File: src/rtl/tc_pl_bus_tx_if.sv
// Tc bus link PL transmit port: PS-side byte writes and start request,
// serial line and status-word flags back.
interface tc_pl_bus_tx_if #(
   parameter int DEPTH = 16
);
   localparam int LW = $clog2(DEPTH) + 1;

   logic          wr_en;
   logic [7:0]    wr_data;
   logic          tx_start;
   logic          txd;
   logic          tx_ting;
   logic          tx_cmpt;
   logic          txb_empty;
   logic          txb_full;
   logic          wr_ovf;
   logic [LW-1:0] txb_level;

   modport master (
      output wr_en, wr_data, tx_start,
      input  txd, tx_ting, tx_cmpt,
      input  txb_empty, txb_full, wr_ovf, txb_level
   );

   modport slave (
      input  wr_en, wr_data, tx_start,
      output txd, tx_ting, tx_cmpt,
      output txb_empty, txb_full, wr_ovf, txb_level
   );
endinterface

File: src/rtl/tc_pl_bus_tx.sv
// Tc bus link PL transmit engine: byte FIFO drained as 8N1 frames on txd,
// with burst-active and burst-complete flags for the status word.
module tc_pl_bus_tx #(
   parameter int DEPTH   = 16,
   parameter int CLK_DIV = 868
) (
   input  logic           clk,
   input  logic           rst,
   tc_pl_bus_tx_if.slave  bus
);
   localparam int AW = $clog2(DEPTH);
   localparam int LW = AW + 1;
   localparam int TW = $clog2(CLK_DIV);

   typedef enum logic [2:0] {
      IDLE,
      LOAD,
      START,
      DATA,
      STOP
   } state_t;

   logic [7:0]    mem_q [DEPTH];
   logic [AW-1:0] wptr_q;
   logic [AW-1:0] rptr_q;
   logic [LW-1:0] level_q;
   logic [LW-1:0] level_d;
   logic          empty_q;
   logic          full_q;
   logic          ovf_q;
   logic          push;
   logic          pop;

   state_t        state_q;
   logic [TW-1:0] tmr_q;
   logic [2:0]    bit_q;
   logic [7:0]    shift_q;
   logic          txd_q;
   logic          ting_q;
   logic          cmpt_q;
   logic          tmr_done;

   // A write while full is dropped even if a pop frees a slot this cycle.
   assign push     = bus.wr_en && !full_q;
   assign pop      = (state_q == LOAD);
   assign tmr_done = (tmr_q == TW'(CLK_DIV - 1));

   always_comb begin
      level_d = level_q + LW'(push) - LW'(pop);
   end

   always_ff @(posedge clk) begin
      if (rst) begin
         wptr_q  <= '0;
         rptr_q  <= '0;
         level_q <= '0;
         empty_q <= 1'b1;
         full_q  <= 1'b0;
         ovf_q   <= 1'b0;
      end else begin
         if (push) wptr_q <= wptr_q + 1'b1;
         if (pop)  rptr_q <= rptr_q + 1'b1;
         level_q <= level_d;
         empty_q <= (level_d == '0);
         full_q  <= (level_d == LW'(DEPTH));
         ovf_q   <= bus.wr_en && full_q;
      end
   end

   always_ff @(posedge clk) begin
      if (push) mem_q[wptr_q] <= bus.wr_data;
   end

   always_ff @(posedge clk) begin
      if (rst) begin
         state_q <= IDLE;
         tmr_q   <= '0;
         bit_q   <= '0;
         shift_q <= '0;
         txd_q   <= 1'b1;
         ting_q  <= 1'b0;
         cmpt_q  <= 1'b0;
      end else begin
         cmpt_q <= 1'b0;
         unique case (state_q)
            IDLE: begin
               if (bus.tx_start && !empty_q) begin
                  state_q <= LOAD;
                  ting_q  <= 1'b1;
               end
            end
            LOAD: begin
               shift_q <= mem_q[rptr_q];
               bit_q   <= '0;
               tmr_q   <= '0;
               txd_q   <= 1'b0;
               state_q <= START;
            end
            START: begin
               if (tmr_done) begin
                  tmr_q   <= '0;
                  txd_q   <= shift_q[0];
                  state_q <= DATA;
               end else begin
                  tmr_q <= tmr_q + 1'b1;
               end
            end
            DATA: begin
               if (tmr_done) begin
                  tmr_q   <= '0;
                  bit_q   <= bit_q + 1'b1;
                  shift_q <= shift_q >> 1;
                  if (bit_q == 3'd7) begin
                     txd_q   <= 1'b1;
                     state_q <= STOP;
                  end else begin
                     txd_q <= shift_q[1];
                  end
               end else begin
                  tmr_q <= tmr_q + 1'b1;
               end
            end
            STOP: begin
               if (tmr_done) begin
                  tmr_q <= '0;
                  // Bytes queued during the burst keep it going.
                  if (!empty_q) begin
                     state_q <= LOAD;
                  end else begin
                     state_q <= IDLE;
                     ting_q  <= 1'b0;
                     cmpt_q  <= 1'b1;
                  end
               end else begin
                  tmr_q <= tmr_q + 1'b1;
               end
            end
            default: state_q <= IDLE;
         endcase
      end
   end

   assign bus.txd       = txd_q;
   assign bus.tx_ting   = ting_q;
   assign bus.tx_cmpt   = cmpt_q;
   assign bus.txb_empty = empty_q;
   assign bus.txb_full  = full_q;
   assign bus.wr_ovf    = ovf_q;
   assign bus.txb_level = level_q;
endmodule

File: src/flat_wrapper.sv
// flat-port wrapper written by rule: the top's interface ports become plain ports
module tc_pl_bus_tx_flat 
#(
   parameter int DEPTH   = 16,
   parameter int CLK_DIV = 868
)
  (clk, rst, bus_wr_en, bus_wr_data, bus_tx_start, bus_txd, bus_tx_ting, bus_tx_cmpt, bus_txb_empty, bus_txb_full, bus_wr_ovf, bus_txb_level);
  tc_pl_bus_tx_if #(.DEPTH(DEPTH)) bus_i ();
  input  logic clk;
  input  logic rst;
  input wire logic [$bits(bus_i.wr_en)-1:0] bus_wr_en;
  input wire logic [$bits(bus_i.wr_data)-1:0] bus_wr_data;
  input wire logic [$bits(bus_i.tx_start)-1:0] bus_tx_start;
  output wire logic [$bits(bus_i.txd)-1:0] bus_txd;
  output wire logic [$bits(bus_i.tx_ting)-1:0] bus_tx_ting;
  output wire logic [$bits(bus_i.tx_cmpt)-1:0] bus_tx_cmpt;
  output wire logic [$bits(bus_i.txb_empty)-1:0] bus_txb_empty;
  output wire logic [$bits(bus_i.txb_full)-1:0] bus_txb_full;
  output wire logic [$bits(bus_i.wr_ovf)-1:0] bus_wr_ovf;
  output wire logic [$bits(bus_i.txb_level)-1:0] bus_txb_level;
  assign bus_i.wr_en = bus_wr_en;
  assign bus_i.wr_data = bus_wr_data;
  assign bus_i.tx_start = bus_tx_start;
  assign bus_txd = bus_i.txd;
  assign bus_tx_ting = bus_i.tx_ting;
  assign bus_tx_cmpt = bus_i.tx_cmpt;
  assign bus_txb_empty = bus_i.txb_empty;
  assign bus_txb_full = bus_i.txb_full;
  assign bus_wr_ovf = bus_i.wr_ovf;
  assign bus_txb_level = bus_i.txb_level;
  tc_pl_bus_tx #(.DEPTH(DEPTH), .CLK_DIV(CLK_DIV)) u_core (.clk(clk), .rst(rst), .bus(bus_i));
endmodule
File: config.mk
export PLATFORM = sky130hd
export DESIGN_NAME = tc_pl_bus_tx_flat
export DESIGN_NICKNAME = d
export VERILOG_FILES = /design/src/rtl/tc_pl_bus_tx_if.sv /design/src/rtl/tc_pl_bus_tx.sv /design/src/flat_wrapper.sv
export SDC_FILE = /design/constraint.sdc
export NUM_CORES = 1
export LEC_CHECK = 0
export CORE_MARGIN = 5
export CORE_UTILIZATION = 39
export DETAILED_ROUTE_END_ITERATION = 10
export PLACE_DENSITY_LB_ADDON = 0.15
export SLEW_MARGIN = 0
export SYNTH_ARGS = -nofsm -noshare
export SYNTH_HDL_FRONTEND = slang
export SYNTH_SLANG_ARGS = --single-unit
File: constraint.sdc
create_clock -name clk -period 5.1 [get_ports clk]
set_input_delay 0.765 -clock clk [delete_from_list [all_inputs] [get_ports clk]]
set_output_delay 0.765 -clock clk [all_outputs]
set_load 0.02 [all_outputs]
# [After elaboration in Yosys (flattened, before gate mapping)]
# Memories as Yosys holds them, arrays and structs flattened. A register that Yosys moved wholly into a read port is not among the register bits.
# Cells that the tools add are included.
[word_totals] in_bits=12 reg_bits=43 ramBits=128 output_inout_bits=11 memories=1
[mem_list] memory="u_core.mem_q" depth=16 width=8 rd=1 rd_ports_with_merged_regs=1 write_ports=1 line="tc_pl_bus_tx.sv:23" rtl="logic [7:0] mem_q [DEPTH];"
[op_classes] n_eq_ne=13 muxes=26 add_sub_neg=6 bitwise_logic=2 reduce_logical=17
[op_table] cell="$pmux W10 S2" count=1
[op_table] cell="$mux W3" count=6
[op_table] cell="$pmux W8 S2" count=1
[op_table] cell="$pmux W3 S5" count=1
[op_table] cell="$ne A2 B1 Y1 const B" count=6
[op_table] cell="$add A10 B1 Y10 const B" count=1
[op_table] cell="$eq A10 B10 Y1 const B" count=1
[op_table] cell="$mux W1" count=10
[op_table] cell="$mux W10" count=1
[op_table] cell="$add A4 B1 Y4 const B" count=2
[op_table] cell="$mux W4" count=2
[op_table] cell="$mux W8" count=1
[op_table] cell="$eq A3 B2 Y1 const B" count=2
[op_table] cell="$eq A3 B3 Y1 const B" count=2
[op_table] cell="$pmux W3 S2" count=1
[op_table] cell="$reduce_bool A2 Y1" count=3
[op_table] cell="$reduce_or A3 Y1" count=2
[op_table] cell="$add A5 B1 Y5" count=1
[op_table] cell="$eq A5 B5 Y1 const B" count=1
[op_table] cell="$logic_not A5 Y1" count=1
[op_table] cell="$reduce_and A5 Y1" count=1
[op_table] cell="$sub A5 B1 Y5" count=1
[op_table] cell="$reduce_and A4 Y1" count=1
[op_table] cell="$add A3 B1 Y3 const B" count=1
[op_table] cell="10 further kinds" count=14

# [Logic depth before layout (Yosys ltp)]
[depth] ltp_word=5 mapped_depth=11 depth_no_buf=10

# [Least setup slack after synthesis]
# OpenSTA, ideal clock, no wires.
[synth_timing] path_kind="input -> register" start="in bus_wr_en" end="reg u_core.full_q, in the netlist u_core.bus.txb_full" setup_ns=0.114 required_ns=4.986 n_path_buf=1 setup_slack_ns=2.525 arrival_ns=2.460 path_stages=9 path_cell_list="nor2b_1 > clkbuf_1 > ha_1 > inv_1 > fa_1 > nor2b_1 > o21a_1 > or3_1 > a2111oi_0"
[synth_via] elab_chain_cells=4
[synth_lines] element="start, declared" line="flat_wrapper.sv:11" rtl="input wire logic [$bits(bus_i.wr_en)-1:0] bus_wr_en;"
[synth_lines] element="$logic_and A1 B1 Y1" line="tc_pl_bus_tx.sv:44" rtl="assign push = bus.wr_en && !full_q;"
[synth_lines] element="net u_core.push" line="tc_pl_bus_tx.sv:31" rtl="logic push;"
[synth_lines] element="$add A5 B1 Y5" line="tc_pl_bus_tx.sv:49" rtl="level_d = level_q + LW'(push) - LW'(pop);"
[synth_lines] element="$sub A5 B1 Y5" line="tc_pl_bus_tx.sv:49"
[synth_lines] element="$eq A5 B5 Y1" line="tc_pl_bus_tx.sv:65" rtl="full_q <= (level_d == LW'(DEPTH));"
[synth_lines] element="end signal, assigned" line="tc_pl_bus_tx.sv:65"
[synth_lines] element="end, declared" line="tc_pl_bus_tx.sv:29" rtl="logic full_q;"
# The timed path passes the listed nets, and every way through them passes these cells.
# A chain may end at the register's enable or synchronous reset.

# [Worst setup path after layout]
[layout_timing] start="reg u_core.state_q[0]" end="reg u_core.full_q, in the netlist u_core.bus.txb_full"
[layout_via] elab_chain_cells=3
[layout_lines] element="start, declared" line="tc_pl_bus_tx.sv:34" rtl="state_t state_q;"
[layout_lines] element="start signal, assigned" line="tc_pl_bus_tx.sv:76" rtl="state_q <= IDLE;"
[layout_lines] element="start signal, assigned" line="tc_pl_bus_tx.sv:88" rtl="state_q <= LOAD;"
[layout_lines] element="start signal, assigned" line="tc_pl_bus_tx.sv:97" rtl="state_q <= START;"
[layout_lines] element="$eq A3 B1 Y1" line="tc_pl_bus_tx.sv:45" rtl="assign pop = (state_q == LOAD);"
[layout_lines] element="$sub A5 B1 Y5" line="tc_pl_bus_tx.sv:49"
[layout_lines] element="$eq A5 B5 Y1" line="tc_pl_bus_tx.sv:65"
# No other way between the ends.

==> impl_results.md <==
* Clk buf depth at 2
* Core Footprint at 0.0181 mm^2
* Total power at roughly 3.7 mW
* CTS Root Cell: clkbuf_16
* Hold Vio Cnt, Final at 0
* Die area at 0.0214 mm^2
* Req. time, crit path at 5.40 ns
* Register area share after synthesis at 0.662
* Vias in the first global route at 3993
* Vias at slightly above 4k
* Synth cell types at 56
* Max cap viols at 0
* Mean Syn Cell Area at about 15 um^2
* Commonest non-fill, non-tap cells in the layout: 128 x edfxtp_1, 46 x dfxtp_1, 38 x nor2_1, 26 x mux4_2, 22 x clkdlybuf4s50_1
* M1 WL at just under 7000 um
* Synthesized Nets at 509
* Pleak at 2.60 nW
* Met2 wire length at 7150 um
* Synth Flop Type: edfxtp_1
* GRT Util Overall at 0.142
* Gpl congestion at 0.803
* Setup Viol. Count Final at 0
* Initial Util at 0.400
* CP max-delay cell: dfxtp_1
* Wirelength per Cell at 19.9 um
* Maximum VDD drop at 0.000216 V
* P&R area growth vs syn at 13.8%
* Clk_skew at ~0.012 ns
* Antenna-violating nets left at 0
* Ant diodes at 0
* Post-Syn Area at 0.00723 mm^2
* Total Neg Setup Slack at 0 ns
* Routed vias/inst at between 5 and 6
* Initial antenna violation count at 1
* CP max stage delay at 0.65 ns
* Met3 routed wirelength at 606 um
* Clk sinks at 175
* Fin crit share at 0.618
* PnR worst setup slack at 1.95 ns
* Pwr dens at 446 mW/mm^2
* Minimum clock period at 3.15 ns
* Crit path cell chain: nor3b_1 -> nand2b_1 -> nand2_1 -> ha_1 -> inv_1 -> fa_1 -> nor2b_1 -> o21a_1 -> o21ai_0 -> a2111oi_0
* Slew Viols, Final at 0
* Yosys warns at 0
* DRC at 0
* Status: finished, final reports clean
* CP Class: reg -> reg
* Final net count at 529
* Starting DRT DRC Count at 232
* Die extent in y at 146 um
* Unrepaired setup endpoints after global routing: false
* Post-cts sizing count at 0
* Worst min path class: reg -> reg
* Actual slew at the worst max-slew pin at 1.19 ns
* H-Tree Depth at 4
* Share of layout cells above drive strength 1 at 0.128
* Post-synth EDFFs at 128
* Max_slew headroom at 0.202
* Async set or reset register ratio after synthesis at 0
* Clk Latency, worst-skew pair at 0.43 ns
* Highest routed metal layer: met5
* CTS tree: yes
* Hold buffers post-CTS at 0
* Synthesized flop and latch total at 175
* Ports at 23
* Mapped Cells at 484
* FP Rows at 49
* F_max at 317 MHz
* First-pass GRT wire length at between 20000 and 25000 um
* Worst Path Arrival at 3.45 ns
* DRT Pass-1 Iters at 4
* Min Hold Slack at between 0.4 and 0.5 ns
* Core occupancy in the finished layout at 0.455
* Largest net degree at the start of global routing at 37
* Dpl ws at 1.62 ns
* Number of CTS-inserted buffers at 17
* Port Buffers at 22
* Post-CTS Setup Inserts at 0
* Die width at 146 um
* Most common cell after layout, fill and taps aside: edfxtp_1
* Crit Path Max Fanout at 18
* Final wirelength at 14900 um
* Dpl hpwl at 9890 um
* Gr ovfl total at 0
* Startpoint types: flop
* CP Capture Type: flop
* Reg clk slew, reported paths at 0.08 ns
==> report_power, final <==
| group | internal [mW] | switching [mW] | total (mW) |
|---|---|---|---|
| Combinational | 0.297 | 0.378 | 0.675 |
| Clock | 0.697 | 0.589 | 1.29 |
| Sequential | 1.62 | 0.0930 | 1.71 |
| Total | 2.61 | 1.06 | 3.67 |
==> state kept, by name, summed over array words and instances, names as in the netlist, named ones only <==
signal and count:
u_core.bit_q 3, u_core.bus.tx_cmpt 1, u_core.bus.tx_ting 1, u_core.bus.txb_empty 1
u_core.bus.txb_full 1, u_core.bus.txb_level 5, u_core.bus.txd 1, u_core.bus.wr_ovf 1
u_core.mem_q 128, u_core.rptr_q 4, u_core.shift_q 8, u_core.state_q 3
u_core.tmr_q 10, u_core.wptr_q 4
==> worst paths after layout <==
path / from / to / slack (ns) / depth (start not counted)
setup / recovery: u_core.state_q[0]$_SDFFE_PP0P_ / u_core.bus.txb_full$_SDFF_PP0_ / 1.95 / 10
hold / removal: u_core.shift_q[2]$_SDFFE_PP0P_ / u_core.shift_q[2]$_SDFFE_PP0P_ / 0.47 / 1
setup reg to reg: u_core.state_q[0]$_SDFFE_PP0P_ / u_core.bus.txb_full$_SDFF_PP0_ / 1.95 / 10
hold reg to reg: u_core.shift_q[2]$_SDFFE_PP0P_ / u_core.shift_q[2]$_SDFFE_PP0P_ / 0.47 / 1
==> logic make-up (layout without fill, tap and decap cells) <==
family,after synthesis,count (layout),synth area share
AOI/OAI and AO/OA,86,86,0.0881
xor gates and xnor gates,13,13,0.0158
adders and majority gates,13,13,0.0235
buffers and inverters,37,70,0.0242
DFF,175,175,0.662
muxes,41,41,0.102
and+or+nand+nor,119,119,0.0846
==> synthesized netlist by cell type, drive strengths merged (3+ instances only) <==
cell     number  share of area
mux2i        15          0.021
mux4         26          0.081
a221oi        8         0.0097
nor2         38          0.020
inv          13         0.0068
edfxtp      128           0.53
a31oi        10         0.0087
nand3         7         0.0048
a21oi        15          0.010
buf          14          0.012
o21ai        11         0.0076
nor2b         7         0.0061
nand2b       12          0.010
dfxtp        47           0.13
or3           6         0.0052
nor3         11         0.0083
and2          4         0.0035
nand2        14         0.0073
clkbuf       10         0.0052
and3          3         0.0026
nand4         8         0.0069
o2bb2ai       7         0.0085
xnor2         3         0.0036
a22o          8         0.0097
a211oi        8         0.0083
ha           12          0.021
xor2         10          0.012
==> per-layer routing <==
| layer | up-vias | global-route usage |
|---|---|---|
| met5 | - | 0 |
| li1 | 1935 | - |
| met1 | 2072 | 0.195 |
| met4 | 2 | 0.0376 |
| met3 | 13 | 0.0394 |
| met2 | 72 | 0.223 |
==> stage by stage <==
step	instances	cell area, um^2
after floorplan	484	7230
after global placement	714	7630
after detailed placement	714	7630
after CTS	746	8220
after global routing	746	8220
final	746	8220
==> final cells by class <==
class	count	area [um^2]
Clock buffer	17	425
Clock inverter	15	165
Fill cell	1552	9860
Inverter	13	48.8
Multi-Input combinational cell	272	2270
Sequential cell	175	4790
Tap cell	229	287
Timing Repair Buffer	25	243
==> worst max-delay path, delay by kind of cell, from the launching register on <==
family	cells	cell delay, ns
simple gates	4	1.07
compound gates	3	0.69
flops	1	0.65
fa+ha+maj	2	0.55
buf+inv	1	0.06
Note: power is estimated with default switching activity, not from simulation.
